<file path="src/rtl/pipe_ctrl_pkg.sv">
// Shared types and decode helpers for the pipeline sequencer.
// Enables and flushes are carried together in pipe_ctrl_t.
package pipe_ctrl_pkg;

    typedef enum logic [1:0] {
        RUN      = 2'd0,
        MEM_WAIT = 2'd1,
        MC_WAIT  = 2'd2
    } pipe_state_t;

    typedef struct packed {
        logic pc_en;
        logic p1p2_en;
        logic p1p2_flush;
        logic p2p3_en;
        logic p2p3_flush;
        logic p3p4_en;
        logic p3p4_flush;
    } pipe_ctrl_t;

    localparam logic [31:0] NOP_INSN = 32'h0000_0013;

    localparam pipe_ctrl_t CTRL_FLOW = '{pc_en: 1'b1, p1p2_en: 1'b1, p1p2_flush: 1'b0,
                                         p2p3_en: 1'b1, p2p3_flush: 1'b0,
                                         p3p4_en: 1'b1, p3p4_flush: 1'b0};
    localparam pipe_ctrl_t CTRL_HOLD = '{default: 1'b0};
    localparam pipe_ctrl_t CTRL_REDIRECT = '{pc_en: 1'b1, p1p2_en: 1'b1, p1p2_flush: 1'b1,
                                             p2p3_en: 1'b1, p2p3_flush: 1'b1,
                                             p3p4_en: 1'b1, p3p4_flush: 1'b0};
    localparam pipe_ctrl_t CTRL_MC = '{pc_en: 1'b0, p1p2_en: 1'b0, p1p2_flush: 1'b0,
                                       p2p3_en: 1'b0, p2p3_flush: 1'b0,
                                       p3p4_en: 1'b1, p3p4_flush: 1'b1};
    localparam pipe_ctrl_t CTRL_LOAD_USE = '{pc_en: 1'b0, p1p2_en: 1'b0, p1p2_flush: 1'b0,
                                             p2p3_en: 1'b1, p2p3_flush: 1'b1,
                                             p3p4_en: 1'b1, p3p4_flush: 1'b0};

    // P2 reads a register that the load in P3 has not produced yet (x0 never hazards).
    function automatic logic load_use_hazard(input logic [4:0] rs1, input logic [4:0] rs2,
                                             input logic use_rs1, input logic use_rs2,
                                             input logic [4:0] rd, input logic is_load);
        return is_load && (rd != 5'd0) &&
               ((use_rs1 && (rs1 == rd)) || (use_rs2 && (rs2 == rd)));
    endfunction

    // Priority of the non-memory hazards once no memory wait is pending.
    function automatic pipe_ctrl_t run_ctrl(input logic redirect, input logic mc_start,
                                            input logic load_use);
        if (redirect)      return CTRL_REDIRECT;
        else if (mc_start) return CTRL_MC;
        else if (load_use) return CTRL_LOAD_USE;
        else               return CTRL_FLOW;
    endfunction

endpackage

</file>
<file path="src/rtl/sat_counter.sv">
// Saturating up-counter with synchronous clear; clear beats increment.
module sat_counter #(
    parameter int unsigned W = 16
) (
    input  logic         i_clk,
    input  logic         i_rst_n,
    input  logic         i_clr,
    input  logic         i_inc,
    output logic [W-1:0] o_count
);

    always_ff @(posedge i_clk or negedge i_rst_n) begin
        if (!i_rst_n) begin
            o_count <= '0;
        end else if (i_clr) begin
            o_count <= '0;
        end else if (i_inc && (o_count != {W{1'b1}})) begin
            o_count <= o_count + W'(1);
        end
    end

endmodule

</file>
<file path="src/rtl/pipe_ctrl.sv">
// Pipeline sequencer: per-cycle enable/flush for PC and pipeline registers,
// wait-state FSM for data memory and multi-cycle ops, and a stall counter.
module pipe_ctrl
    import pipe_ctrl_pkg::*;
#(
    parameter int unsigned STALL_CNT_W = 16
) (
    input  logic                   i_clk,
    input  logic                   i_rst_n,
    input  logic [4:0]             i_p2_rs1,
    input  logic [4:0]             i_p2_rs2,
    input  logic                   i_p2_use_rs1,
    input  logic                   i_p2_use_rs2,
    input  logic [4:0]             i_p3_rd,
    input  logic                   i_p3_is_load,
    input  logic                   i_p3_redirect,
    input  logic                   i_p3_mc_start,
    input  logic                   i_mc_done,
    input  logic                   i_dmem_req,
    input  logic                   i_dmem_ready,
    input  logic                   i_cnt_clr,
    output logic                   o_pc_en,
    output logic                   o_p1p2_en,
    output logic                   o_p2p3_en,
    output logic                   o_p3p4_en,
    output logic                   o_p1p2_flush,
    output logic                   o_p2p3_flush,
    output logic                   o_p3p4_flush,
    output logic [1:0]             o_state,
    output logic [STALL_CNT_W-1:0] o_stall_cycles
);

    pipe_state_t state_q;
    pipe_state_t state_d;
    pipe_ctrl_t  ctrl;
    pipe_ctrl_t  run_rows;
    logic        load_use;

    always_ff @(posedge i_clk or negedge i_rst_n) begin
        if (!i_rst_n) begin
            state_q <= RUN;
        end else begin
            state_q <= state_d;
        end
    end

    // Next state and zero-latency enables/flushes.
    always_comb begin
        state_d  = state_q;
        ctrl     = CTRL_FLOW;
        load_use = load_use_hazard(i_p2_rs1, i_p2_rs2, i_p2_use_rs1, i_p2_use_rs2,
                                   i_p3_rd, i_p3_is_load);
        run_rows = run_ctrl(i_p3_redirect, i_p3_mc_start, load_use);
        case (state_q)
            RUN: begin
                if (i_dmem_req && !i_dmem_ready) begin
                    ctrl    = CTRL_HOLD;
                    state_d = MEM_WAIT;
                end else begin
                    ctrl = run_rows;
                    if (!i_p3_redirect && i_p3_mc_start) begin
                        state_d = MC_WAIT;
                    end
                end
            end
            MEM_WAIT: begin
                // A still-asserted mc_start re-enters MC_WAIT from RUN next cycle.
                if (!i_dmem_ready) begin
                    ctrl = CTRL_HOLD;
                end else begin
                    ctrl    = run_rows;
                    state_d = RUN;
                end
            end
            MC_WAIT: begin
                if (!i_mc_done) begin
                    ctrl = CTRL_MC;
                end else begin
                    ctrl    = CTRL_FLOW;
                    state_d = RUN;
                end
            end
            default: begin
                ctrl    = CTRL_FLOW;
                state_d = RUN;
            end
        endcase
    end

    assign o_pc_en      = ctrl.pc_en;
    assign o_p1p2_en    = ctrl.p1p2_en;
    assign o_p1p2_flush = ctrl.p1p2_flush;
    assign o_p2p3_en    = ctrl.p2p3_en;
    assign o_p2p3_flush = ctrl.p2p3_flush;
    assign o_p3p4_en    = ctrl.p3p4_en;
    assign o_p3p4_flush = ctrl.p3p4_flush;
    assign o_state      = state_q;

    sat_counter #(
        .W (STALL_CNT_W)
    ) u_stall_cnt (
        .i_clk   (i_clk),
        .i_rst_n (i_rst_n),
        .i_clr   (i_cnt_clr),
        .i_inc   (!ctrl.pc_en),
        .o_count (o_stall_cycles)
    );

endmodule

</file>
<file path="config.mk">
export PLATFORM = sky130hd
export DESIGN_NAME = pipe_ctrl
export DESIGN_NICKNAME = d
export VERILOG_FILES = /design/src/rtl/pipe_ctrl_pkg.sv /design/src/rtl/sat_counter.sv /design/src/rtl/pipe_ctrl.sv
export SDC_FILE = /design/constraint.sdc
export NUM_CORES = 1
export LEC_CHECK = 0
export ABC_CLOCK_PERIOD_IN_PS = 2300
export CAP_MARGIN = 40
export CORE_MARGIN = 5
export CORE_UTILIZATION = 37
export DETAILED_ROUTE_END_ITERATION = 7
export HOLD_SLACK_MARGIN = 0.15
export PLACE_DENSITY = 0.85
export RECOVER_POWER = 50
export SLEW_MARGIN = 30
export SYNTH_ARGS = -nofsm -noshare
export SYNTH_HDL_FRONTEND = slang
export SYNTH_SLANG_ARGS = --single-unit
</file>
<file path="constraint.sdc">
create_clock -name i_clk -period 2.3 [get_ports i_clk]
set_clock_uncertainty 0.2 [all_clocks]
set_input_delay 0.345 -clock i_clk [delete_from_list [all_inputs] [get_ports i_clk]]
set_output_delay 0.345 -clock i_clk [all_outputs]
set_load 0.02 [all_outputs]
</file>
Yosys cells after proc, flatten, opt, wreduce, memory -nomap -nowiden
Cells that the tools add are included.
{"block": "classes", "n_addsub": 1, "eq_ne": 8, "n_mux": 14, "n_reduce_logical": 15}
{"op": "2-to-1 mux 7 bit", "n": 6}
{"op": "2-to-1 mux 16 bit", "n": 2}
{"op": "one-hot mux 7 bit (3 select lines)", "n": 1}
{"op": "adder 16 x 1 -> 16 bit (second input constant)", "n": 1}
{"op": "inequality test 16 bit (second input constant)", "n": 1}
{"op": "equality test 5 bit", "n": 2}
{"op": "2-to-1 mux 2 bit", "n": 4}
{"op": "logical AND 1 bit", "n": 7}
{"op": "one-hot mux 2 bit (3 select lines)", "n": 1}
{"op": "nonzero test 5 bit", "n": 1}
{"op": "inequality test 2 bit (second input constant)", "n": 2}
{"op": "zero test 1 bit", "n": 3}
{"op": "inequality test 3 bit (second input constant)", "n": 1}
{"op": "AND reduction 3 bit", "n": 1}
{"op": "equality test 2 x 1 -> 1 bit (second input constant)", "n": 1}
{"op": "equality test 2 bit (second input constant)", "n": 1}
{"op": "zero test 2 bit", "n": 1}
{"op": "nonzero test 2 bit", "n": 1}
{"op": "logical OR 1 bit", "n": 1}
{"block": "word_totals", "register_bits": 18, "in_bits": 26, "output_inout_bits": 25}

Depth between registers and ports, before layout
Gate-level depths: netlist of run 1.
{"block": "logic_depth", "depth_word": 13, "depth_mapped": 9, "depth_no_buf": 7}

Hierarchy
From an unflattened synthesis of run 1, not the netlist that was laid out.
{"block": "unflattened", "hier_cells": 137, "area_unflattened_um2": 1253.7}
{"mod": "sat_counter", "n_inst": 1, "cells_each": 98, "area_each_um2": 942.2, "seq_area_each_um2": 400.4}
{"mod": "pipe_ctrl", "n_inst": 1, "cells_each": 39, "area_each_um2": 311.5, "seq_area_each_um2": 50.0}

Worst setup path after synthesis of run 1
OpenSTA, ideal clock, no wires.
{"block": "synth_timing", "path_type": "register -> register", "startpoint": "register u_stall_cnt.o_count[3]", "endpoint": "register u_stall_cnt.o_count[13]", "setup_ps": 125, "arrival_ps": 2185, "required_time_ps": 1975, "setup_slack_ps": -210, "stages_incl_launch_ff": 9, "synth_period_minus_slack_ps": 2510, "cell_sequence": "dfrtp_1 > and4_1 > and3_1 > nand3_1 > nor3_2 > or2_1 > buf_6 > nor4_1 > mux2_2"}
{"block": "synth_between", "elab_chain_cells": 3, "elab_cells_between_ends": 6, "classes_between": "add/sub: 1; eq/ne: 1; mux: 2; reduce/logical: 2"}
{"item": "start, declared", "line": "sat_counter.sv:9", "rtl": "output logic [W-1:0] o_count"}
{"item": "start signal, assigned", "line": "sat_counter.sv:18", "rtl": "o_count <= o_count + W'(1);"}
{"item": "adder 16 x 1 -> 16 bit / inequality test 16 bit (equally long branches)", "line": "sat_counter.sv:18, sat_counter.sv:17"}
{"item": "2-to-1 mux 16 bit / logical AND 1 bit (equally long branches)", "line": "sat_counter.sv:17", "rtl": "end else if (i_inc && (o_count != {W{1'b1}})) begin"}
{"item": "2-to-1 mux 16 bit / nonzero test 2 bit (equally long branches)"}
Several ways; a longest one is shown, not always the timed one. The select of a mux whose other input is x is not followed.
A chain may end at the register's enable or synchronous reset.

Worst setup path after layout of run 1
{"block": "layout_timing", "startpoint": "input port i_p3_rd[1]", "endpoint": "register u_stall_cnt.o_count[13]"}
{"block": "layout_between", "elab_chain_cells": 12, "elab_cells_between_ends": 17, "classes_between": "eq/ne: 2; mux: 6; reduce/logical: 9"}
{"item": "start, declared", "line": "pipe_ctrl.sv:14", "rtl": "input logic [4:0] i_p3_rd,"}
{"item": "equality test 5 bit", "line": "pipe_ctrl_pkg.sv:42", "rtl": "((use_rs1 && (rs1 == rd)) || (use_rs2 && (rs2 == rd)));"}
{"item": "logical AND 1 bit", "line": "pipe_ctrl_pkg.sv:42"}
{"item": "logical OR 1 bit", "line": "pipe_ctrl_pkg.sv:42"}
{"item": "logical AND 1 bit *", "line": "pipe_ctrl_pkg.sv:41", "rtl": "return is_load && (rd != 5'd0) &&"}
{"item": "2-to-1 mux 7 bit *", "line": "pipe_ctrl_pkg.sv:50", "rtl": "else if (load_use) return CTRL_LOAD_USE;"}
{"item": "2-to-1 mux 7 bit *", "line": "pipe_ctrl_pkg.sv:49", "rtl": "else if (mc_start) return CTRL_MC;"}
{"item": "2-to-1 mux 7 bit *", "line": "pipe_ctrl_pkg.sv:48", "rtl": "if (redirect) return CTRL_REDIRECT;"}
{"item": "2-to-1 mux 7 bit, on equally long branches", "line": "pipe_ctrl.sv:68, pipe_ctrl.sv:56"}
{"item": "one-hot mux 7 bit (3 select lines) *", "line": "pipe_ctrl.sv:54", "rtl": "case (state_q)"}
{"item": "zero test 1 bit *", "line": "pipe_ctrl.sv:105", "rtl": ".i_inc (!ctrl.pc_en),"}
{"item": "logical AND 1 bit *", "line": "sat_counter.sv:17"}
{"item": "nonzero test 2 bit (no line) *"}
Mark *: on every way between the ends. The rest lies on a longest branch, timed or not.

==> results.md, run 1 <==
* Status: finished, violations left
* Violated checks: negative setup slack
* Final net count at around 230
* Hpwl dp at around 2.5 mm
* Initial drt markers at 37
* Global route overflow at 0
* Type of element launching the critical path: primary input
* WL/cell at approximately 14 µm
* Sequential fraction of the synthesis area at 39.2%
* Fmax at ~0.43 GHz
* Crit Path Max Fanout at 6
* Detailed Route WL at approximately 3.5 mm
* CTS H-Tree Depth at 1
* RePlAce Congestion at between 0.8 and 0.9
* Post-Synthesis Cells at ~130
* Min Tclk post-route at 2320 ps
* Layout cell share with drive strength beyond 1 at between 30% and 40%
* Post-synth EDFFs at 0
* Post-synth top flop: dfrtp_1
* Max VDD drop at ~0.22 mV
* Final Max Slew Viols at 0
* Top Ports at between 50 and 60
* Tot Pwr at a little over 800 µW
* Global-route wire length before repair at between 5 and 6 mm
* Worst skew pair latency at around 300 ps
* Die height at approximately 66 µm
* Die X at 65.7 µm
* Vias in the first global route at approximately 1200
* Setup TNS at -15.3 ps
* Worst hold path type: flop to flop
* Static Leakage at 0.845 nW
* Largest net degree at the start of global routing at 19
* Commonest cells after routing, fill and taps aside: nor2_1, clkdlybuf4s50_1, buf_4
* Synth Cell Area at ~0.0011 mm²
* Syn avg cell area at roughly 9.1 µm²
* Synth top area share at about two fifths
* Post-route ant nets at 0
* Layout area overhead at 74.9%
* All-Layer GR Usage at between 10% and 20%
* DRT Pass-1 Iters at 4
* Cell Count, Final, Fillers Out at approximately 240
* Seq cells post-synth at 18
* TritonCTS clock tree: built
* Die area at between 0.004 and 0.005 mm²
* RSZ-0062 raised after global routing: yes
* DP Cell Count at 234
* YS warnings at 0
* Dominant cell type by area after synthesis: dfrtp_1
* Core ar. at approximately 0.003 mm²
* Cts bufs inserted at 3
* Post-route DRC at 0
* Fillcell total at approximately 230
* Initial antenna violation count at 0
* Required @ worst endpoint at roughly 2300 ps
* CP arrival at 2310 ps
* Worst slew pin tran at between 700 and 800 ps
* Synth area leaders: dfrtp_1, xnor2_1, xor2_1
* CTS max path bufs at 2
* Pre-CTS WS at -782 ps
* I/O Buffers at 50
* Syn Nets at ~150
* P per Cell Area at roughly 400 mW/mm²
* Worst-case reg-to-reg path depth at 7
* Max cap viols at 0
* Number of diodes at 0
* Crit Path Category: primary input to flop
* Final setup violating endpoints at 1
* Row count at 20
* Fin. Hold Viols at 0
* Async set-reset flop share out of synthesis at 100%
* Initial core utilization at between 30% and 40%
* Synth cell types at 39
* Final worst path period share at 101%
* Vias/cell at around 5.1
* Clock slew at reported path FFs at roughly 100 ps
* Setup crit end kind: flop
* Hold depth at 2
* Via Count at ~1200
* Hold_ws at between 300 and 400 ps
* Clk sinks at 18
* Slew headroom at around 50%
* Final Worst Setup Slack at -15.3 ps
* CTS root buffer: clkbuf_4
[layout make-up]
type | instances | area (µm²) | area share [%]
Multi-Input combinational cell | 100 | 788 | 39.2
Timing Repair Buffer | 73 | 664 | 33.0
Clock buffer | 4 | 36.3 | 1.80
Tap cell | 44 | 55.1 | 2.74
Sequential cell | 18 | 455 | 22.7
Inverter | 3 | 11.3 | 0.560
[synth_stat cells (all sizes together) (3+ instances only)]
cell type and number:
nor2b 3, buf 3, nor3 6, nor2 19
xor2 9, dfrtp 18, xnor2 13, nand3 4
nor4 6, nand4 3, nand2 7, and2 3
inv 3, clkbuf 3, a21oi 4
[layer usage]
layer / vias up / global-route usage [%] / part of all wire, %
met5: - / 0 / 0
met4: 0 / 6.22 / 3.1
met3: 16 / 2.22 / 4.6
met2: 44 / 28.5 / 52
met1: 585 / 18.6 / 40
li1: 589 / - / -
[worst max-delay path, stage by stage]
cell	delay [ps]
buf_8	100
buf_6	110
xor2_2	140
nor4_2	270
a32oi_1	170
o31a_1	300
or2_4	280
nor4_4	280
mux2_4	330
[flip-flops by register name (all words and copies together), names as in the netlist]
name and count:
u_stall_cnt.o_count 16, o_state 2
[path summary, 6_finish.rpt]
kind                                          from                      end  slack, ps
max reg2reg                 u_stall_cnt.o_count[5]  u_stall_cnt.o_count[13]         20
min                        u_stall_cnt.o_count[14]  u_stall_cnt.o_count[14]        370
min in group asynchronous                  i_rst_n  u_stall_cnt.o_count[12]        660
max in group asynchronous                  i_rst_n   u_stall_cnt.o_count[0]        260
max                                     i_p3_rd[1]  u_stall_cnt.o_count[13]        -20
min reg2reg                u_stall_cnt.o_count[14]  u_stall_cnt.o_count[14]        370
[power breakdown]
group          switching, mW  internal [mW]  leakage (nW)
combinational          0.135          0.138         0.582
sequential            0.0129          0.328         0.242
clock                  0.103         0.0965        0.0210
total                  0.251          0.563         0.845
[what timing repair did]
action | 4_1_cts | 5_1_grt
pin swaps | 12 | 11
endpoints found under the hold margin | 0 | 4
resized for setup | 78 | 14
setup buffers | 3 | 0
hold buffers | 0 | 1
setup endpoints to repair | 23 | 19
[kinds of logic after synthesis]
kind of cell             after synthesis  synth area share [%]
flip-flops                            18                  39.2
adder cells (fa/ha/maj)                1                  1.09
AND/OR/NAND/NOR                       60                  28.2
XOR/XNOR                              22                  16.8
AO/OA/AOI/OAI                         15                  9.03
buffers and inverters                  9                  3.92
multiplexers                           2                  1.85
[stage by stage]
stage	utilization, %	instance area (µm²)
after global routing	66.4	2010
after global placement	60.2	1820
after detailed placement	60.2	1820
after floorplan	-	1160
after CTS	65.0	1970
final	66.4	2010
(Power assumes the default switching activity.)
==> run 2: changes to the inputs <==
Settings changed: SKIP_CTS_REPAIR_TIMING set to 1.
==> run 2 against run 1 <==
Net effect: the flow still finishes with violations (negative setup slack); non-clock buffer count fell by 1; worst hold slack improved by 2.2 ps; clock power barely moved; sequential share of layout area did not move; die area did not move; sequential power barely moved; cell count fell by 0.41%; combinational power rose by 1%.
==> results.md, run 2 (same netlist as run 1, synthesis figures left out) <==
* Status: finished, violations left
* Violated checks: negative setup slack
* Max reg flops at 16 (unchanged)
* CP arrival at 2410 ps (+100 ps)
* Comb pwr share at 33.8% (+0.2 points)
* Min Tclk post-route at 2380 ps (+68.9 ps)
* All-Layer GR Usage at 14.9% (-0.91 points)
* Hold depth at 1 (-1)
* Fin. Hold Viols at 0 (unchanged)
* Final Max Slew Viols at 0 (unchanged)
* RSZ-0062 raised after global routing: yes
* Register with the most flip-flops: u_stall_cnt.o_count
* Post-route DRC at 0 (unchanged)
* Final net count at 225 (-0.44%)
* Layout cell share with drive strength beyond 1 at 26.9% (-3.9 points)
* Fillcell total at 228 (+1.3%)
* Final worst path period share at 104% (+3.0 points)
* Global route overflow at 0 (unchanged)
* Vias/cell at 5.03 (-1.3%)
* Clk sinks at 18 (unchanged)
* Post-Place Cell Area at 0.00182 mm² (unchanged)
* CP max stage cell: or4_4
* WHS Endpoint: o_state[0]
* Worst reg2reg path endpoint: u_stall_cnt.o_count[11]
* Commonest non-fill, non-tap cell in the layout: clkdlybuf4s50_1
* Final Worst Setup Slack at -84.2 ps (-68.9 ps)
* Commonest cells after routing, fill and taps aside: clkdlybuf4s50_1, nor2_1, buf_4
* Number of diodes at 0 (unchanged)
* Static Leakage at 0.936 nW (+11%)
* Worst-path cell chain: clkdlybuf4s50_1 > xnor2_1 > a32oi_1 > o31a_1 > or2_4 > or4_4 > a21oi_2
* Cts bufs inserted at 3 (unchanged)
* Clock power share at 24.5% (about the same)
* Crit-path leading delay family: simple AND/OR/NAND/NOR gates
* CTS root buffer: clkbuf_4
* P per Cell Area at 407 mW/mm² (+0.55%)
* Initial antenna violation count at 0 (unchanged)
* Hpwl dp at 2.50 mm (unchanged)
* Sw power at 247 µW (-1.5%)
* Die area at 0.00432 mm² (unchanged)
* Required @ worst endpoint at 2330 ps (+40 ps)
* Initial drt markers at 45 (+22%)
* Post-route ant nets at 0 (unchanged)
* Row count at 20 (unchanged)
* Buf/Inv on CP at 1 (-1)
* Flop pwr share at 41.7% (-0.2 points)
* Sw Share at 30.1% (-0.64 points)
* Multi-input gate area in the final layout at 743 µm² (-5.7%)
* Max cap viols at 0 (unchanged)
* Storage cell area at 455 µm² (unchanged)
* Die X at 65.7 µm (unchanged)
* Setup crit end kind: flop
* Layout area overhead at 74.9% (unchanged)
* Largest net degree at the start of global routing at 19 (unchanged)
* Type of element launching the critical path: primary input
* Worst skew pair latency at 300 ps (about the same)
* Fmax at 0.419 GHz (-2.9%)
* Worst slew pin tran at 504 ps (-251 ps)
* CTS H-Tree Depth at 1 (unchanged)
* Cell Count, Final, Fillers Out at 241 (-0.41%)
* Cell Int Power at 572 µW (+1.5%)
* I/O Buffers at 50 (unchanged)
* Core ar. at 0.00303 mm² (unchanged)
* R2r setup slk at 10 ps (about the same)
* Vias in the first global route at 1186 (-4.2%)
* DP Cell Count at 234 (unchanged)
* Top Ports at 51 (unchanged)
* Worst R2R Start: o_state[0]
* Global-route wire length before repair at 5.18 mm (-5.4%)
* Final setup violating endpoints at 3 (+2)
* Crit Path Max Fanout at 6 (unchanged)
* WL/cell at 14.4 µm (+0.30%)
* Worst hold path type: flop to flop
* RePlAce Congestion at 0.807 (unchanged)
* Detailed Route WL at 3.46 mm (-0.12%)
* Max VDD drop at 0.224 mV (about the same)
* Crit Path Category: primary input to flop
* Worst-case reg-to-reg path depth at 6 (-1)
* Cell area after layout at 0.00201 mm² (unchanged)
* Clock slew at reported path FFs at 110 ps (about the same)
* CTS max path bufs at 2 (unchanged)
* Min-delay src: o_state[1]
* Tot Pwr at 818 µW (+0.55%)
* TritonCTS clock tree: built
* Die height at 65.7 µm (unchanged)
* Slew headroom at 66.3% (+17 points)
* Via Count at 1213 (-1.7%)
* DRT Pass-1 Iters at 4 (unchanged)
* Max incr delay on CP at 530 ps (+200 ps)
* Setup TNS at -116 ps (-101 ps)
* Initial core utilization at 38.0% (unchanged)
run 2: power by group through the flow:
| stage | clock (mW) | sequential (mW) | combinational [mW] |
|---|---|---|---|
| after global placement | 0 | 0.346 | 0.250 |
| after CTS | 0.198 | 0.342 | 0.258 |
| after detailed placement | 0 | 0.348 | 0.257 |
| final | 0.200 | 0.341 | 0.277 |
| after floorplan | 0 | 0.359 | 0.104 |
| after global routing | 0.212 | 0.344 | 0.296 |
run 2: layer usage:
| layer | wire length [µm] | up-vias | global-route usage (%) |
|---|---|---|---|
| met3 | 154 | 6 | 1.88 |
| li1 | - | 592 | - |
| met1 | 1440 | 587 | 17.6 |
| met4 | 46 | 0 | 4.66 |
| met2 | 1820 | 28 | 27.5 |
| met5 | 0 | - | 0 |
run 2: layout make-up:
class	count	area share, %
timing repair buffer	72	35.3
sequential	18	22.7
clock buffer	4	1.80
inverter	3	0.560
multi-input combinational	100	37.0
tap	44	2.74
run 2: worst max path at each step:
stage / depth (start not counted) / from / endpoint
after CTS: 5 / i_p3_rd[2] / o_p1p2_en
final: 7 / i_p2_rs2[3] / u_stall_cnt.o_count[11]
after global placement: 9 / i_p3_rd[1] / u_stall_cnt.o_count[13]
after global routing: 8 / i_p2_rs2[2] / u_stall_cnt.o_count[11]
after detailed placement: 9 / i_p3_rd[1] / u_stall_cnt.o_count[13]
after floorplan: 8 / i_p3_rd[2] / u_stall_cnt.o_count[13]
run 2: metrics by stage:
step | hold slack (ps) | util [%] | setup WS, ps
after floorplan | -151 | - | -105
after global placement | 336 | 60.2 | -699
after detailed placement | 359 | 60.2 | -782
after CTS | 337 | 61.4 | -699
after global routing | 410 | 66.4 | -125
final | 376 | 66.4 | -84.2
